===== src/rtl/bank_manager_pkg.sv =====
// bank_manager_pkg: shared constants, command layout and tuning/waveform
// tables for the bank_manager tone-generator bank.
// Optional feature macro: BANK_MANAGER_SINE_EN (sine voices instead of sawtooth).
package bank_manager_pkg;

    localparam int unsigned SAMPLE_W  = 24;
    localparam int unsigned PHASE_W   = 32;
    localparam int unsigned NOTE_W    = 7;
    localparam int unsigned NUM_NOTES = 128;

    typedef enum logic [1:0] {
        CMD_IDLE     = 2'b00,
        CMD_NOTE_ON  = 2'b01,
        CMD_NOTE_OFF = 2'b10,
        CMD_ALL_OFF  = 2'b11
    } cmd_e;

    typedef struct packed {
        cmd_e              op;
        logic [6:0]        rsvd;
        logic [NOTE_W-1:0] note;
    } cmd_t;

    // Per-note phase increment for a given output rate; note 69 (A4) = 440 Hz,
    // fractional part dropped (note 69 at 96 kHz gives 19685266).
    function automatic logic [NUM_NOTES-1:0][PHASE_W-1:0] tune_table(input int unsigned sample_rate);
        logic [NUM_NOTES-1:0][PHASE_W-1:0] t;
        real f;
        real w;
        t = '0;
        for (int unsigned n = 0; n < NUM_NOTES; n++) begin
            f    = 440.0 * (2.0 ** ((real'(n) - 69.0) / 12.0));
            w    = $floor(f * 4294967296.0 / real'(sample_rate));
            t[n] = PHASE_W'(longint'(w));
        end
        return t;
    endfunction

`ifdef BANK_MANAGER_SINE_EN
    localparam logic [SAMPLE_W-1:0] SINE_MAX = {1'b0, {(SAMPLE_W-1){1'b1}}};

    // Quarter-wave table: entry k = round((2^23-1) * sin(2*pi*k/1024)).
    function automatic logic [255:0][SAMPLE_W-1:0] sine_table();
        logic [255:0][SAMPLE_W-1:0] t;
        real a;
        t = '0;
        for (int unsigned k = 0; k < 256; k++) begin
            a    = 8388607.0 * $sin(2.0 * 3.14159265358979323846 * real'(k) / 1024.0);
            t[k] = SAMPLE_W'(longint'(a));
        end
        return t;
    endfunction

    localparam logic [255:0][SAMPLE_W-1:0] SINE_TABLE = sine_table();

    // Full-wave sine from the quarter table: mirror on odd quadrants, negate on the upper half.
    function automatic logic signed [SAMPLE_W-1:0] sine_lookup(input logic [PHASE_W-1:0] phase);
        logic [1:0]          quad;
        logic [8:0]          k;
        logic [SAMPLE_W-1:0] mag;
        quad = phase[PHASE_W-1 -: 2];
        k    = quad[0] ? (9'd256 - {1'b0, phase[PHASE_W-3 -: 8]}) : {1'b0, phase[PHASE_W-3 -: 8]};
        mag  = k[8] ? SINE_MAX : SINE_TABLE[k[7:0]];
        return quad[1] ? -signed'(mag) : signed'(mag);
    endfunction
`endif

endpackage


===== src/rtl/nco_voice.sv =====
// nco_voice: one phase-accumulator voice of the bank.
// Ports: clk, reset (sync, active-high), clk_en (sample advance),
//        start/stop (allocate/free strobes), load_note/load_tune (captured on start),
//        active (voice busy), note (held note), sample_c (signed voice sample).
// Macro BANK_MANAGER_SINE_EN: sine output through a registered lookup (+1 cycle).
module nco_voice
    import bank_manager_pkg::*;
(
    input  logic                       clk,
    input  logic                       reset,
    input  logic                       clk_en,
    input  logic                       start,
    input  logic                       stop,
    input  logic [NOTE_W-1:0]          load_note,
    input  logic [PHASE_W-1:0]         load_tune,
    output logic                       active,
    output logic [NOTE_W-1:0]          note,
    output logic signed [SAMPLE_W-1:0] sample_c
);

    logic [PHASE_W-1:0] phase;
    logic [PHASE_W-1:0] tune;

    // Voice state; commands act regardless of clk_en, phase only advances on clk_en.
    always_ff @(posedge clk) begin
        if (reset) begin
            active <= 1'b0;
            phase  <= '0;
            tune   <= '0;
            note   <= '0;
        end else if (stop) begin
            active <= 1'b0;
            phase  <= '0;
        end else if (start) begin
            active <= 1'b1;
            phase  <= '0;
            tune   <= load_tune;
            note   <= load_note;
        end else if (clk_en && active) begin
            phase  <= phase + tune;
        end
    end

`ifdef BANK_MANAGER_SINE_EN
    logic signed [SAMPLE_W-1:0] sine_q;

    always_ff @(posedge clk) begin
        if (reset) begin
            sine_q <= '0;
        end else if (clk_en) begin
            sine_q <= active ? sine_lookup(phase) : '0;
        end
    end

    assign sample_c = sine_q;
`else
    // Sawtooth: top bits of the phase read as a signed sample.
    assign sample_c = active ? signed'(phase[PHASE_W-1 -: SAMPLE_W]) : '0;
`endif

endmodule


===== src/rtl/bank_manager.sv =====
// bank_manager: polyphonic tone-generator bank. Decodes note commands,
// allocates them to NUM_GEN nco_voice instances and outputs their
// headroom-scaled, saturated sum.
// Ports: clk, reset (sync, active-high), clk_en (sample advance),
//        i_data (16-bit command word), o_signal (signed 24-bit mix),
//        o_active (per-voice busy flags).
// Macro BANK_MANAGER_SINE_EN: sine voices (one extra cycle of o_signal latency).
module bank_manager
    import bank_manager_pkg::*;
#(
    parameter int unsigned NUM_GEN     = 4,
    parameter int unsigned SAMPLE_RATE = 96000
) (
    input  logic                       clk,
    input  logic                       reset,
    input  logic                       clk_en,
    input  logic [15:0]                i_data,
    output logic signed [SAMPLE_W-1:0] o_signal,
    output logic [NUM_GEN-1:0]         o_active
);

    localparam int unsigned SHIFT = $clog2(NUM_GEN);
    localparam int unsigned ACC_W = SAMPLE_W + SHIFT;
    localparam logic signed [ACC_W-1:0] SAT_HI = {{(SHIFT+1){1'b0}}, {(SAMPLE_W-1){1'b1}}};
    localparam logic signed [ACC_W-1:0] SAT_LO = {{(SHIFT+1){1'b1}}, {(SAMPLE_W-1){1'b0}}};
    localparam logic [NUM_NOTES-1:0][PHASE_W-1:0] TUNE_TABLE = tune_table(SAMPLE_RATE);

    cmd_t                       cmd;
    logic                       unused_rsvd;
    logic [PHASE_W-1:0]         tune_word;
    logic [NUM_GEN-1:0]         active;
    logic [NUM_GEN-1:0]         hit;
    logic [NUM_GEN-1:0]         free;
    logic [NUM_GEN-1:0]         first_free;
    logic [NUM_GEN-1:0]         start;
    logic [NUM_GEN-1:0]         stop;
    logic [NOTE_W-1:0]          vnote   [NUM_GEN];
    logic signed [SAMPLE_W-1:0] vsample [NUM_GEN];
    logic signed [ACC_W-1:0]    acc;
    logic signed [SAMPLE_W-1:0] mix_c;

    assign cmd         = cmd_t'(i_data);
    assign unused_rsvd = ^cmd.rsvd;
    assign tune_word   = TUNE_TABLE[cmd.note];
    assign o_active    = active;

    // Command decode and allocation; first_free isolates the lowest set bit of free.
    always_comb begin
        hit        = '0;
        start      = '0;
        stop       = '0;
        free       = ~active;
        first_free = free & (~free + NUM_GEN'(1));
        for (int k = 0; k < NUM_GEN; k++) begin
            hit[k] = active[k] && (vnote[k] == cmd.note);
        end
        case (cmd.op)
            CMD_NOTE_ON:  if (hit == '0) start = first_free;
            CMD_NOTE_OFF: stop = hit;
            CMD_ALL_OFF:  stop = '1;
            default:      ;
        endcase
    end

    for (genvar k = 0; k < NUM_GEN; k++) begin : g_voice
        nco_voice u_voice (
            .clk       (clk),
            .reset     (reset),
            .clk_en    (clk_en),
            .start     (start[k]),
            .stop      (stop[k]),
            .load_note (cmd.note),
            .load_tune (tune_word),
            .active    (active[k]),
            .note      (vnote[k]),
            .sample_c  (vsample[k])
        );
    end

    // Mixer: pre-scaled samples summed with headroom, then clamped as a guard.
    always_comb begin
        acc = '0;
        for (int k = 0; k < NUM_GEN; k++) begin
            acc = acc + ACC_W'(vsample[k] >>> SHIFT);
        end
        if (acc > SAT_HI) begin
            mix_c = SAMPLE_W'(SAT_HI);
        end else if (acc < SAT_LO) begin
            mix_c = SAMPLE_W'(SAT_LO);
        end else begin
            mix_c = SAMPLE_W'(acc);
        end
    end

    always_ff @(posedge clk) begin
        if (reset) begin
            o_signal <= '0;
        end else if (clk_en) begin
            o_signal <= mix_c;
        end
    end

endmodule


===== config.mk =====
export PLATFORM = sky130hd
export DESIGN_NAME = bank_manager
export DESIGN_NICKNAME = d
export VERILOG_FILES = /design/src/rtl/bank_manager_pkg.sv /design/src/rtl/nco_voice.sv /design/src/rtl/bank_manager.sv
export SDC_FILE = /design/constraint.sdc
export NUM_CORES = 1
export LEC_CHECK = 0
export ABC_AREA = 1
export BUFFER_PORTS_ARGS = -buffer_cell sky130_fd_sc_hd__buf_2
export CORE_MARGIN = 2
export CORE_UTILIZATION = 30
export CTS_CLUSTER_DIAMETER = 80
export DETAILED_ROUTE_END_ITERATION = 7
export PLACE_DENSITY = 0.43
export SETUP_SLACK_MARGIN = 0.2
export SYNTH_ARGS = -nofsm -noshare
export SYNTH_HDL_FRONTEND = slang
export SYNTH_SLANG_ARGS = --single-unit

===== constraint.sdc =====
create_clock -name clk -period 5.62 [get_ports clk]
set_clock_uncertainty 0.2 [all_clocks]
set_input_delay 0.562 -clock clk [delete_from_list [all_inputs] [get_ports clk]]
set_output_delay 0.562 -clock clk [all_outputs]
set_load 0.02 [all_outputs]

# Word level (Yosys, flattened, before mapping)
# Memories as Yosys holds them, arrays and structs flattened.
# Cells that the tools add are included.
op_classes:
  n_eq_ne: 7
  n_reduce_logical: 21
  mux: 10
  n_lt_le_gt_ge: 3
  addsub: 8
  bitwise_logic: 7
op_table:
  columns: ["operator", "count"]
  rows:
  - ["24-bit 2-to-1 mux", 6]
  - ["32-bit adder", 4]
  - ["32-bit 2-to-1 mux", 1]
  - ["7-bit equality test", 4]
  - ["24-bit by 22-bit adder with 25-bit output", 1]
  - ["25-bit by 24-bit greater-than comparator with 1-bit output (second input constant)", 1]
  - ["25-bit by 24-bit < comparator with 1-bit output (second input constant)", 1]
  - ["23-bit by 22-bit adder with 24-bit output", 1]
  - ["22-bit by 22-bit adder with 23-bit output", 1]
  - ["3-bit OR reduction", 4]
  - ["1-bit logical AND", 8]
  - ["7-bit by 8-bit < comparator with 1-bit output (second input constant)", 1]
  - ["4-bit 2-to-1 mux", 2]
  - ["4-bit NOT", 2]
  - ["4-bit case mux with 2 select lines", 1]
  - ["2-bit AND reduction", 4]
  - ["2-bit OR reduction", 4]
  - ["4-bit by 1-bit adder with 4-bit output (second input constant)", 1]
  - ["4-bit bitwise AND", 1]
  - ["2-bit equality test (second input constant)", 2]
  - ["4-bit logical NOT", 1]
  - ["1-bit NOT", 4]
  - ["2-bit by 1-bit equality test with 1-bit output (second input constant)", 1]
totals:
  word_cells: 74
  mem_count: 1
  regBits: 312
  rom_bits: 4096
memory_table:
  columns: ["memory", "depth", "width", "rd", "rd_clocked_by_memory_dff", "wr", "line", "source"]
  rows:
  - ["(no name shown)", 128, 32, 1, 0, 0, "bank_manager.sv:44", "assign tune_word = TUNE_TABLE[cmd.note];"]

# Longest topological paths before layout
depth:
  word_depth: 7
  mapped_depth: 23
  mapped_depth_nobuf: 21

# By module
# Synthesis repeated with hierarchy kept, for this count alone.
unflattened:
  hier_cells: 4753
  area_unflattened_um2: 27535.2
by_module_without_submodules:
  columns: ["mod", "n_inst", "cells_per_inst", "area_per_inst_um2"]
  rows:
  - ["nco_voice", 4, 897, 5182.5]
  - ["bank_manager", 1, 1165, 6805.3]

# Least setup slack after synthesis
# OpenSTA, ideal clock, no wires.
synth_timing:
  kind: "register -> register"
  start: "reg g_voice[0].u_voice.active"
  end: "reg o_signal[19]"
  arrival_ns: 3.481
  stages_incl_launch_ff: 19
  setup_slack_ns: 1.819
  setup_time_ns: 0.119
  path_cell_list: "dfxtp_1 buf_4 clkbuf_1 nand2_1 fa_1 inv_1 fa_1 ha_1 nand2_1 inv_1 nand2_1 nand2_1 a21oi_1 nand3_1 nand2_1 nand2_1 a21oi_1 buf_2 a21oi_1"
synth_between:
  elab_chain_len: 7
  elab_cells_between_ends: 8
  classes_between: "3 x add/sub; 2 x order compare; 3 x mux"
synth_rtl:
  columns: ["item", "line", "source"]
  rows:
  - ["start, declared", "nco_voice.sv:16", "output logic active,"]
  - ["start signal, assigned", "nco_voice.sv:27", "active <= 1'b0;"]
  - ["start signal, assigned", "nco_voice.sv:32", "active <= 1'b0;"]
  - ["start signal, assigned", "nco_voice.sv:35", "active <= 1'b1;"]
  - ["24-bit 2-to-1 mux (*)", "nco_voice.sv:58", "assign sample_c = active ? signed'(phase[PHASE_W-1 -: SAMPLE_W]) : '0;"]
  - ["22-bit by 22-bit adder with 23-bit output (*)", "bank_manager.sv:84", "acc = acc + ACC_W'(vsample[k] >>> SHIFT);"]
  - ["23-bit by 22-bit adder with 24-bit output (*)", "bank_manager.sv:84", null]
  - ["24-bit by 22-bit adder with 25-bit output (*)", "bank_manager.sv:84", null]
  - ["25-bit by 24-bit < comparator with 1-bit output", "bank_manager.sv:88", "end else if (acc < SAT_LO) begin"]
  - ["24-bit 2-to-1 mux", "bank_manager.sv:88", null]
  - ["24-bit 2-to-1 mux (*)", "bank_manager.sv:86", "if (acc > SAT_HI) begin"]
  - ["end signal, assigned", "bank_manager.sv:99", "o_signal <= mix_c;"]
  - ["end, declared", "bank_manager.sv:18", "output logic signed [SAMPLE_W-1:0] o_signal,"]
# Every way passes the cells marked *; elsewhere a longest branch is shown, timed or not.
# A chain may end at the register's enable or synchronous reset.

# Worst setup path in the final report
layout_timing:
  start: "reg g_voice[2].u_voice.active"
  end: "reg o_signal[18]"
layout_between:
  elab_chain_len: 6
  elab_cells_between_ends: 7
  classes_between: "2 x add/sub; 2 x order compare; 3 x mux"
layout_rtl:
  columns: ["item", "line"]
  rows:
  - ["start, declared", "nco_voice.sv:16"]
  - ["start signal, assigned", "nco_voice.sv:27"]
  - ["start signal, assigned", "nco_voice.sv:32"]
  - ["start signal, assigned", "nco_voice.sv:35"]
  - ["24-bit 2-to-1 mux (*)", "nco_voice.sv:58"]
  - ["23-bit by 22-bit adder with 24-bit output (*)", "bank_manager.sv:84"]
  - ["24-bit by 22-bit adder with 25-bit output (*)", "bank_manager.sv:84"]
  - ["25-bit by 24-bit < comparator with 1-bit output", "bank_manager.sv:88"]
  - ["24-bit 2-to-1 mux", "bank_manager.sv:88"]
  - ["24-bit 2-to-1 mux (*)", "bank_manager.sv:86"]
# Marked as above.

==> impl_metrics.toml <==
[synthesis]
ys_top_cells_by_count = "1248 x nand2_1, 517 x inv_1, 503 x nor2_1"
syn_area_sq_um = 25300
ys_types = 44
yosysTopAreaCell = "dfxtp_1"
seq_area_frac_synth = 0.241
synthArstFlopShare = 0
synth_flop_cell = "dfxtp_1"
postSynthCellCount = 4176
synth.area.top_cells = "dfxtp_1 24%, nand2_1 19%, inv_1 7.7%"
avgSynthCellArea_sq_um = 6.05
synth-edff-count = 0
synthMostInstantiatedCell = "nand2_1"
synth_fp_nets = 4397
yosysWarnings = 0
synth-seq-cells = 304
synth.top_cell.area_share = 0.241

[clock_tree]
insertion_delay_ns = 0.59
cts_max_level = 2
cts_tree = "done"
path_clk_slew_ns = 0.06
cts.sinks = 304
post_cts_buffers = 0
cts_buffer_depth = 3
cts_hold_buffers = 0
cts_buffers = 44
root_buffer = "clkbuf_16"
ctsResizeCount = 0

[timing]
setup_viol = 0
tightest_slew_ns = 1.01
slew_headroom = 0.327
post-route-min-period_ns = 4.69
hold_violations = 0
max_freq_mhz = 213
period_share = 0.834
final_max_slew_viol_count = 0
setup_tns_ns = 0
rsz0062_at_grt = "false"
fin_ws_ns = 0.931

[min_path]
hp-start = "i_data[5]"
hold_class = "in -> reg"

[routing]
viasPerCell = 4.90
drtIter0Drc = 1852
via_count = 25800
route.detailed.drc = 0
wl_per_cell_microns = 18.4
postRouteAntennaNets = 0
drtPass1Iterations = 6
routed_wl_microns = 96600

[power_and_ir_drop]
p_leak_nw = 13.9
total_power_mw = 5.76
ir_drop_uv = 190
powerDensity_nw_per_um2 = 206

[global_route]
grt_use_met3 = 0.0232
grt_usage = 0.223
grt_pass1_vias = 24800
grt_max_degree = 74
grt_overflow_total = 0
met1_usage = 0.316
grt_antenna_before_repair = 1
grt_pass1_wl_microns = 149000
busiest_layer = "met2"
grt_use_met2 = 0.367

[worst_setup_path]
cp-startpoint = "g_voice[2].u_voice.active$_SDFFE_PP0P_"
cp-end-kind = "flip-flop"
crit_type = "reg -> reg"
regToRegStartpoint = "g_voice[2].u_voice.active$_SDFFE_PP0P_"
required_ns = 5.87
critPathMaxFanout = 25
crit_path_start_kind = "flip-flop"
crit_arrival_ns = 4.94

[floorplanning]
start_util = 0.302
num_rows = 106
die_area_sq_um = 86500
core_sq_um = 83600
fp.dieW_microns = 294
io_pins = 47
die_h_microns = 294

[layout]
multi_input_area_sq_um = 16400
nFillCells = 9436
fin_area_sq_um = 27900
regArea_sq_um = 6090
drive_above_1_share = 0.0574
areaGrowthSynthToFinish_pct = 10.5
nets = 4373
final_util = 0.334

[placed_design]
globalplace.congestion = 0.910
port_buffers = 39
hpwl_microns = 74600
placed_cell_area_sq_um = 26500
preCtsSetupSlack_ns = 0.821

[status]
status = "finished, final reports clean"

[job]
max-cap-violations = 0
[final cells by class]
cell class | instances | share of cell area
Clock buffer | 55 | 0.0431
Tap cell | 1080 | 0.0484
Timing Repair Buffer | 92 | 0.0217
Antenna cell | 1 | 0.0000897
Clock inverter | 23 | 0.00856
Inverter | 525 | 0.0707
Multi-Input combinational cell | 3185 | 0.589
Sequential cell | 304 | 0.218
[per-stage QoR]
stage | cells | hold slack (ns)
2_1_floorplan | 4176 | 0.240
3_3_place_gp | 5186 | 0.255
3_5_place_dp | 5186 | 0.259
4_1_cts | 5264 | 0.153
5_1_grt | 5264 | 0.217
6_report | 5265 | 0.188
[cells by family (layout without fill, tap and decap cells)]
| logic type | Yosys count | in the layout | share of synthesized area |
|---|---|---|---|
| xor+xnor | 72 | 72 | 0.0250 |
| compound gates | 735 | 735 | 0.158 |
| fa+ha+maj | 202 | 202 | 0.115 |
| flops | 304 | 304 | 0.241 |
| buf+inv | 687 | 695 | 0.109 |
| other cells | 0 | 1 | 0 |
| simple gates | 2176 | 2176 | 0.352 |
[power breakdown]
part	internal, mW	switching (mW)	leakage (nW)
combinational	0.180	0.534	10.7
clock	1.67	1.15	0.707
sequential	2.19	0.0321	2.46
total	4.04	1.72	13.9
[state kept, by name, indices dropped and copies added, names as in the netlist]
| register | count |
|---|---|
| g_voice.u_voice.active | 4 |
| g_voice.u_voice.tune | 120 |
| o_signal | 24 |
| g_voice.u_voice.note | 28 |
| g_voice.u_voice.phase | 128 |
[worst max-delay path, stage by stage (launching register included)]
cell,delay (ns)
dfxtp_1,0.95
nand2_1,0.28
fa_1,0.62
inv_1,0.08
fa_1,0.50
ha_1,0.43
nand2_1,0.10
nor2_1,0.14
nand2_1,0.09
nor2_1,0.10
nand2_1,0.09
nand3_1,0.12
nand2_1,0.05
nand2_1,0.07
nand2_1,0.43
nand2_1,0.23
a21oi_1,0.08
[cell usage in the layout (no fill, tap or decap), drive strengths merged]
| cell | n |
|---|---|
| nor4 | 6 |
| o21a | 15 |
| xnor2 | 19 |
| nand3 | 278 |
| diode | 1 |
| o21bai | 27 |
| and3 | 7 |
| xor2 | 53 |
| o21ai | 236 |
| nand2 | 1252 |
| dfxtp | 304 |
| nor2 | 504 |
| inv | 529 |
| clkinvlp | 4 |
| bufinv | 3 |
| and2 | 4 |
| nand4 | 25 |
| clkbuf | 55 |
| a31oi | 16 |
| o22ai | 11 |
| nand3b | 21 |
| nor3b | 1 |
| a21o | 19 |
| clkinv | 12 |
| nor3 | 17 |
| a21oi | 360 |
| o311ai | 1 |
| fa | 49 |
| or2 | 60 |
| buf | 92 |
| nand2b | 1 |
| o221ai | 1 |
| o211ai | 30 |
| a21boi | 19 |
| ha | 153 |
[routing by layer]
metal  routed length (microns)  vias to the layer above
met3                      3630                       90
met5                         0                        -
li1                          -                    13300
met2                     43400                      521
met4                      1650                        0
met1                     48000                    11900
[worst paths after layout]
kind                                                    to  slack (ns)  depth (start not counted)
hold reg to reg   g_voice[1].u_voice.phase[0]$_SDFFE_PP0P_        0.26                          2
hold / removal     g_voice[0].u_voice.note[5]$_SDFFE_PP0P_        0.19                          3
setup / recovery                 o_signal[18]$_SDFFE_PP0P_        0.93                         16
setup reg to reg                 o_signal[18]$_SDFFE_PP0P_        0.93                         16
Power figures use the tool's default switching activity.
